## src/rtl/ps2_rx_ctrl_if.sv

```systemverilog
// Valid/ready hand-off of received PS/2 scan codes plus frame status flags.
`timescale 1ns/1ps
interface ps2_rx_ctrl_if;
  logic [7:0] rx_data;
  logic       rx_valid;
  logic       rx_ready;
  logic       frame_err;
  logic       overflow;
  logic       busy;

  modport master (
    output rx_data, rx_valid, frame_err, overflow, busy,
    input  rx_ready
  );

  modport slave (
    input  rx_data, rx_valid, frame_err, overflow, busy,
    output rx_ready
  );
endinterface

```

## src/rtl/ps2_rx_ctrl.sv

```systemverilog
// PS/2 keyboard frame receiver: synchronise, deframe, validate, hand off over valid/ready.
// Optional break-code filtering is enabled by defining PS2_BREAK_FILTER_EN.
`timescale 1ns/1ps
module ps2_rx_ctrl #(
  parameter int unsigned SYNC_STAGES = 2,
  parameter int unsigned TIMEOUT_CYC = 25000
) (
  input  logic          Clk,
  input  logic          nReset,
  input  logic          ps2_nclk,
  input  logic          ndata,
  ps2_rx_ctrl_if.master rx
);

  localparam int unsigned TmoW = (TIMEOUT_CYC > 1) ? $clog2(TIMEOUT_CYC) : 1;
  localparam logic [TmoW-1:0] TmoMax = TmoW'(TIMEOUT_CYC - 1);

  typedef enum logic [1:0] {StIdle, StData, StParity, StStop} state_e;

  logic [SYNC_STAGES-1:0] clk_sync_q, dat_sync_q;
  logic                   sync_clk_q;
  logic                   sync_clk, sync_dat, fall;

  state_e          state_q, state_d;
  logic [2:0]      bit_cnt_q, bit_cnt_d;
  logic [7:0]      shreg_q, shreg_d;
  logic            par_ok_q, par_ok_d;
  logic [TmoW-1:0] tmo_cnt_q, tmo_cnt_d;
  logic            frame_err_q, frame_err_d;
  logic [7:0]      rx_data_q, rx_data_d;
  logic            rx_valid_q, rx_valid_d;
  logic            overflow_q, overflow_d;
  logic            done, present, accept;

  assign sync_clk = clk_sync_q[SYNC_STAGES-1];
  assign sync_dat = dat_sync_q[SYNC_STAGES-1];
  assign fall     = sync_clk_q & ~sync_clk;

  // Synchronisers idle high so no spurious fall is seen out of reset.
  always_ff @(posedge Clk or negedge nReset) begin
    if (!nReset) begin
      clk_sync_q <= '1;
      dat_sync_q <= '1;
      sync_clk_q <= 1'b1;
    end else begin
      clk_sync_q <= {clk_sync_q[SYNC_STAGES-2:0], ps2_nclk};
      dat_sync_q <= {dat_sync_q[SYNC_STAGES-2:0], ndata};
      sync_clk_q <= sync_clk;
    end
  end

  always_comb begin
    state_d     = state_q;
    bit_cnt_d   = bit_cnt_q;
    shreg_d     = shreg_q;
    par_ok_d    = par_ok_q;
    frame_err_d = 1'b0;
    done        = 1'b0;
    if (state_q == StIdle || fall) tmo_cnt_d = '0;
    else                           tmo_cnt_d = tmo_cnt_q + 1'b1;

    if (state_q != StIdle && !fall && tmo_cnt_q == TmoMax) begin
      frame_err_d = 1'b1;
      state_d     = StIdle;
      shreg_d     = '0;
      tmo_cnt_d   = '0;
    end else if (fall) begin
      unique case (state_q)
        StIdle: begin
          // A high level on a fall is a glitch, not a start bit.
          if (!sync_dat) begin
            state_d   = StData;
            bit_cnt_d = 3'd0;
          end
        end
        StData: begin
          shreg_d[bit_cnt_q] = sync_dat;
          if (bit_cnt_q == 3'd7) state_d = StParity;
          else                   bit_cnt_d = bit_cnt_q + 3'd1;
        end
        StParity: begin
          par_ok_d = ^{shreg_q, sync_dat};
          state_d  = StStop;
        end
        StStop: begin
          state_d = StIdle;
          if (sync_dat && par_ok_q) done = 1'b1;
          else                      frame_err_d = 1'b1;
        end
        default: state_d = StIdle;
      endcase
    end
  end

`ifdef PS2_BREAK_FILTER_EN
  logic break_pend_q, break_pend_d;

  // F0 arms the filter; the following byte (the released key) is swallowed.
  always_comb begin
    break_pend_d = break_pend_q;
    present      = 1'b0;
    if (frame_err_d) begin
      break_pend_d = 1'b0;
    end else if (done) begin
      if (shreg_q == 8'hF0)  break_pend_d = 1'b1;
      else if (break_pend_q) break_pend_d = 1'b0;
      else                   present      = 1'b1;
    end
  end

  always_ff @(posedge Clk or negedge nReset) begin
    if (!nReset) break_pend_q <= 1'b0;
    else         break_pend_q <= break_pend_d;
  end
`else
  assign present = done;
`endif

  assign accept = rx_valid_q & rx.rx_ready;

  always_comb begin
    rx_valid_d = rx_valid_q;
    rx_data_d  = rx_data_q;
    overflow_d = overflow_q;
    if (accept) rx_valid_d = 1'b0;
    if (present) begin
      if (!rx_valid_q || accept) begin
        rx_data_d  = shreg_q;
        rx_valid_d = 1'b1;
      end else begin
        overflow_d = 1'b1;
      end
    end
  end

  always_ff @(posedge Clk or negedge nReset) begin
    if (!nReset) begin
      state_q     <= StIdle;
      bit_cnt_q   <= '0;
      shreg_q     <= '0;
      par_ok_q    <= 1'b0;
      tmo_cnt_q   <= '0;
      frame_err_q <= 1'b0;
      rx_data_q   <= 8'h00;
      rx_valid_q  <= 1'b0;
      overflow_q  <= 1'b0;
    end else begin
      state_q     <= state_d;
      bit_cnt_q   <= bit_cnt_d;
      shreg_q     <= shreg_d;
      par_ok_q    <= par_ok_d;
      tmo_cnt_q   <= tmo_cnt_d;
      frame_err_q <= frame_err_d;
      rx_data_q   <= rx_data_d;
      rx_valid_q  <= rx_valid_d;
      overflow_q  <= overflow_d;
    end
  end

  assign rx.rx_data   = rx_data_q;
  assign rx.rx_valid  = rx_valid_q;
  assign rx.frame_err = frame_err_q;
  assign rx.overflow  = overflow_q;
  assign rx.busy      = (state_q != StIdle);

endmodule
```

## src/flat_wrapper.sv

```systemverilog
// flat-port wrapper written by rule: the top's interface ports become plain ports
module ps2_rx_ctrl_flat 
#(
  parameter int unsigned SYNC_STAGES = 2,
  parameter int unsigned TIMEOUT_CYC = 25000
)
  (Clk, nReset, ps2_nclk, ndata, rx_rx_data, rx_rx_valid, rx_frame_err, rx_overflow, rx_busy, rx_rx_ready);
  ps2_rx_ctrl_if rx_i ();
  input  logic Clk;
  input  logic nReset;
  input  logic ps2_nclk;
  input  logic ndata;
  output wire logic [$bits(rx_i.rx_data)-1:0] rx_rx_data;
  output wire logic [$bits(rx_i.rx_valid)-1:0] rx_rx_valid;
  output wire logic [$bits(rx_i.frame_err)-1:0] rx_frame_err;
  output wire logic [$bits(rx_i.overflow)-1:0] rx_overflow;
  output wire logic [$bits(rx_i.busy)-1:0] rx_busy;
  input wire logic [$bits(rx_i.rx_ready)-1:0] rx_rx_ready;
  assign rx_rx_data = rx_i.rx_data;
  assign rx_rx_valid = rx_i.rx_valid;
  assign rx_frame_err = rx_i.frame_err;
  assign rx_overflow = rx_i.overflow;
  assign rx_busy = rx_i.busy;
  assign rx_i.rx_ready = rx_rx_ready;
  ps2_rx_ctrl #(.SYNC_STAGES(SYNC_STAGES), .TIMEOUT_CYC(TIMEOUT_CYC)) u_core (.Clk(Clk), .nReset(nReset), .ps2_nclk(ps2_nclk), .ndata(ndata), .rx(rx_i));
endmodule
```

## config.mk

```make
export PLATFORM = sky130hd
export DESIGN_NAME = ps2_rx_ctrl_flat
export DESIGN_NICKNAME = d
export VERILOG_FILES = /design/src/rtl/ps2_rx_ctrl_if.sv /design/src/rtl/ps2_rx_ctrl.sv /design/src/flat_wrapper.sv
export SDC_FILE = /design/constraint.sdc
export NUM_CORES = 1
export LEC_CHECK = 0
export CORE_MARGIN = 5
export CORE_UTILIZATION = 55
export CTS_BUF_LIST = sky130_fd_sc_hd__clkbuf_4 sky130_fd_sc_hd__clkbuf_8
export DETAILED_ROUTE_END_ITERATION = 12
export PLACE_DENSITY = 0.79
export SYNTH_ARGS = -nofsm -noshare
export SYNTH_HDL_FRONTEND = slang
export SYNTH_SLANG_ARGS = --single-unit
```

## constraint.sdc

```tcl
create_clock -name Clk -period 3.7 [get_ports Clk]
set_input_delay 0.74 -clock Clk [delete_from_list [all_inputs] [get_ports Clk]]
set_output_delay 0.74 -clock Clk [all_outputs]
set_load 0.02 [all_outputs]
```

# --- Yosys cells after proc, flatten, opt, wreduce, memory -nomap -nowiden ---
# Cells that the tools add are included.
word_totals:
  reg_bits: 45
  in_bits: 5
  output_inout_bits: 12
  wordCells: 77
classes:
  addsub: 2
  magnitude_cmp: 2
  eq_ne: 9
  n_mux: 27
  bitwise_logic: 5
  n_reduce_logical: 20
op_table:
  columns: ["operator", "count"]
  rows:
  - ["15-bit 2-to-1 mux", 2]
  - ["8-bit 2-to-1 mux", 3]
  - ["15-bit by 1-bit adder with 15-bit output, second input constant", 1]
  - ["15-bit == test, second input constant", 1]
  - ["1-bit 2-to-1 mux", 12]
  - ["9-bit XOR reduction", 1]
  - ["8-bit bitwise mux", 1]
  - ["2-bit 2-to-1 mux", 4]
  - ["2-bit case mux with 4 select lines", 1]
  - ["2-bit nonzero test", 4]
  - ["3-bit 2-to-1 mux", 2]
  - ["3-bit case mux with 2 select lines", 1]
  - ["2-bit AND reduction", 3]
  - ["3-bit AND reduction", 2]
  - ["5-bit AND reduction", 1]
  - ["2-bit == test, second input constant", 2]
  - ["1-bit logical AND", 4]
  - ["3-bit by 4-bit < comparator with 1-bit output, second input constant", 1]
  - ["2-bit inequality test, second input constant", 2]
  - ["3-bit by 1-bit adder with 3-bit output, second input constant", 1]
  - ["1-bit demux with 3-bit select", 1]
  - ["3-bit == test, second input constant", 1]
  - ["3-bit by 1-bit greater-or-equal comparator with 1-bit output, second input constant", 1]
  - ["3-bit by 1-bit inequality test with 1-bit output, second input constant", 1]
  - ["other kinds (7)", 12]

# --- Depth between registers and ports, before layout ---
depth:
  ltp_word: 8
  ltp_mapped: 7

# --- Worst setup path before layout ---
# OpenSTA, ideal clock, no wires.
synth_timing:
  kind: "input to register"
  from: "input rx_rx_ready"
  to: "register u_core.rx_data_q[0], in the netlist u_core.rx.rx_data[0]"
  setup_time_ps: 125
  arrival_time_ps: 1509
  path_slack_ps: 2066
  path_stages: 4
  n_path_buf: 1
  path_cell_list: "or2b_1 nand2b_4 buf_6 mux2_4"
synth_between:
  elab_chain_cells: 3
synth_rtl:
  columns: ["element", "line", "source"]
  rows:
  - ["start, declared", "flat_wrapper.sv:18", "input wire logic [$bits(rx_i.rx_ready)-1:0] rx_rx_ready;"]
  - ["1-bit bitwise AND", "ps2_rx_ctrl.sv:119", "assign accept = rx_valid_q & rx.rx_ready;"]
  - ["1-bit logical OR", "ps2_rx_ctrl.sv:127", "if (!rx_valid_q || accept) begin"]
  - ["2-bit AND reduction (no line)", null, null]
  - ["end signal, assigned", "ps2_rx_ctrl.sv:154", "rx_data_q <= rx_data_d;"]
  - ["end, declared", "ps2_rx_ctrl.sv:30", "logic [7:0] rx_data_q, rx_data_d;"]
# No other way between the ends.
# A chain may end at the register's enable or synchronous reset.

# --- Worst setup path after layout ---
layout_timing:
  from: "register u_core.state_q[0]"
  to: "output rx_busy"
layout_between:
  elab_chain_cells: 1
layout_rtl:
  columns: ["element", "line", "source"]
  rows:
  - ["start, declared", "ps2_rx_ctrl.sv:24", "state_e state_q, state_d;"]
  - ["start signal, assigned", "ps2_rx_ctrl.sv:138", "state_q <= StIdle;"]
  - ["start signal, assigned", "ps2_rx_ctrl.sv:148", "state_q <= state_d;"]
  - ["2-bit nonzero test", "ps2_rx_ctrl.sv:164", "assign rx.busy = (state_q != StIdle);"]
  - ["end, declared", "flat_wrapper.sv:17", "output wire logic [$bits(rx_i.busy)-1:0] rx_busy;"]
# No other way between the ends.

==> reports/results.txt <==
Final Util - 0.6267
DR pass1 iterations - 4
# DRC - 0
PostCTS Resize Cnt - 0
final critical path time including I/O delays and setup - 2.491 ns
total I/O pin count - 17
Yosys Warn Count - 0
Synth Cell Area - 0.002235 mm2
core box area - 0.003971 mm2
register area share after synthesis - 0.5067
cell with the most instances after synthesis - dfrtp_1
global-route wire length before repair - 6.465 mm
CTS tree - done
fill count - 339
die width - 73.74 um
Synth area leaders - dfrtp_1, dfstp_2, xnor2_1
fin area - 0.002489 mm2
GP Congestion - 0.8165
Hold Slack - 0.3583 ns
post-route ant nets - 0
Slew Limit Fails - 0
Antenna diodes - 0
Port-buffer cells - 16
DR iter-0 viols - 95
worst path arrival time - 1.75 ns
Fin Setup TNS - 0 ns
Worst Hold Class - reg2reg
maximum root-to-sink buffer count - 2
vias in the first global route - 1448
post-CTS setup repair buffer count - 0
fraction of synthesized cell area taken by the top area cell type - 0.4479
fmax - 0.4015 GHz
CTS Root Cell - clkbuf_8
total wire length - 3.517 mm
share of cells above drive strength 1 - 0.1389
Worst EP required - 2.96 ns
GR Util All Layers - 0.1565
clock skew - 0.007212 ns
crit start category - register
cell taking the most area after synthesis - dfrtp_1
max_cap viols - 0
Yosys cell types - 41
Final period util - 0.6731
synthesized instance count - 199
hpwl dp - 2.512 mm
DR vias - 1423
Post-layout nets - 228
Post-Place Cell Area - 0.002402 mm2
P&R area growth vs syn - 11.37%
Sink Count - 45
number of synthesized register bits - 45
largest net degree at the start of global routing - 46
Crit Path Category - reg2out
power per cell area - 517.6 mW/mm2
CTS H-Tree Depth - 2
LEAKAGE - 1.155 nW
max_slew headroom - 0.3523
routed vias/inst - 5.350
Die ar. - 0.005438 mm2
async set-reset flop share out of synthesis - 1.000
initial antenna violation count - 0
final setup fails - 0
Synthesized Nets - 212
Hold Buf Count CTS - 0
Starting Density - 0.5627
Max VDD drop - 0.2930 mV
Remaining Overflow, GRT - 0
crit path max fanout - 5
average size of a mapped cell - 11.23 um2
row count - 23
Fin. Hold Viols - 0
per-cell routed wire length - 13.22 um
multi-input logic area - 0.001030 mm2
Register Area - 0.001132 mm2
EDFF count, synth - 0
chip height - 73.74 um
overall power - 1.288 mW
Worst-Skew Late Latency - 0.30 ns
actual slew at the worst max-slew pin - 0.9715 ns
TritonCTS Buffers - 5
crit end category - output port
top_reg_cell synth - dfrtp_1
outcome - complete, no violations
RSZ-0062 raised after global routing - no
clk slew on worst S/H paths - 0.08 ns
top post-synthesis cells by count - dfrtp_1, nor2_1, nand2_1, xnor2_1
stage by stage:
stage               instances  setup WS (ns)
finish                    266          1.209
global route              266          1.103
CTS                       266          1.181
global placement          258          1.545
detailed placement        258          1.513
floorplan                 199          2.066
layout by cell type, fill, tap and decap left out, types with 2 or more instances in the layout:
cell type        count
dfrtp_1             40
nor2_1              24
nand2_1             20
clkdlybuf4s50_1     15
xnor2_1             14
mux2_4               8
ha_1                 8
nand3_1              7
inv_1                6
mux2i_1              6
nor3_1               5
xor2_1               5
o21ai_0              5
clkbuf_8             5
dfstp_2              5
nor4_1               4
and3_1               3
nand4_1              3
nand2b_1             3
or2b_1               2
a31o_2               2
nor3b_1              2
nand3b_1             2
a21oi_1              2
o221ai_1             2
clkinv_2             2
cells by family after synthesis:
group	after synthesis	share of synthesized area
simple gates	85	0.2077
flops	45	0.5067
xor+xnor	20	0.08455
compound gates	14	0.04312
mux	14	0.08063
buf+inv	13	0.03247
fa+ha+maj	8	0.04479
registers in the layout, indices dropped and copies added (netlist names), 2 cells and up:
signal             cells
u_core.tmo_cnt_q      15
u_core.rx.rx_data      8
u_core.shreg_q         8
u_core.bit_cnt_q       3
u_core.clk_sync_q      2
u_core.dat_sync_q      2
u_core.state_q         2
worst max-delay path: stages (launching register included):
cell	delay (ns)
dfrtp_1	0.39
inv_1	0.10
ha_1	0.27
inv_1	0.10
clkdlybuf4s50_1	0.60
worst paths after layout:
check | endpoint | cells after the start | start | slack, ns
hold / removal | u_core.clk_sync_q[1] | 0 | u_core.clk_sync_q[0] | 0.36
hold reg to reg | u_core.clk_sync_q[1] | 0 | u_core.clk_sync_q[0] | 0.36
setup reg to reg | u_core.state_q[0] | 5 | u_core.state_q[0] | 1.94
min in group asynchronous | u_core.rx.rx_data[7] | 1 | nReset | 0.60
max in group asynchronous | u_core.state_q[1] | 1 | nReset | 2.50
setup / recovery | rx_busy | 4 | u_core.state_q[0] | 1.21
where the power goes:
part	switching, mW	internal (mW)
registers	0.0736	0.563
clock network	0.155	0.138
logic	0.189	0.169
layout make-up:
class                           instances  area share
Clock inverter                          2    0.004022
Tap cell                               50     0.02514
Inverter                                6    0.009050
Sequential cell                        45      0.4550
Clock buffer                            6     0.03067
Timing Repair Buffer                   16     0.06234
Multi-Input combinational cell        141      0.4138
layer usage:
layer  track usage  wire length [um]  vias to the layer above
met5             0                 0                        -
met4       0.06841                64                        0
met3       0.04378               138                        5
met2        0.2677              1774                       17
met1        0.1817              1540                      695
li1              -                 -                      706
Note: power is estimated with default switching activity, not from simulation.
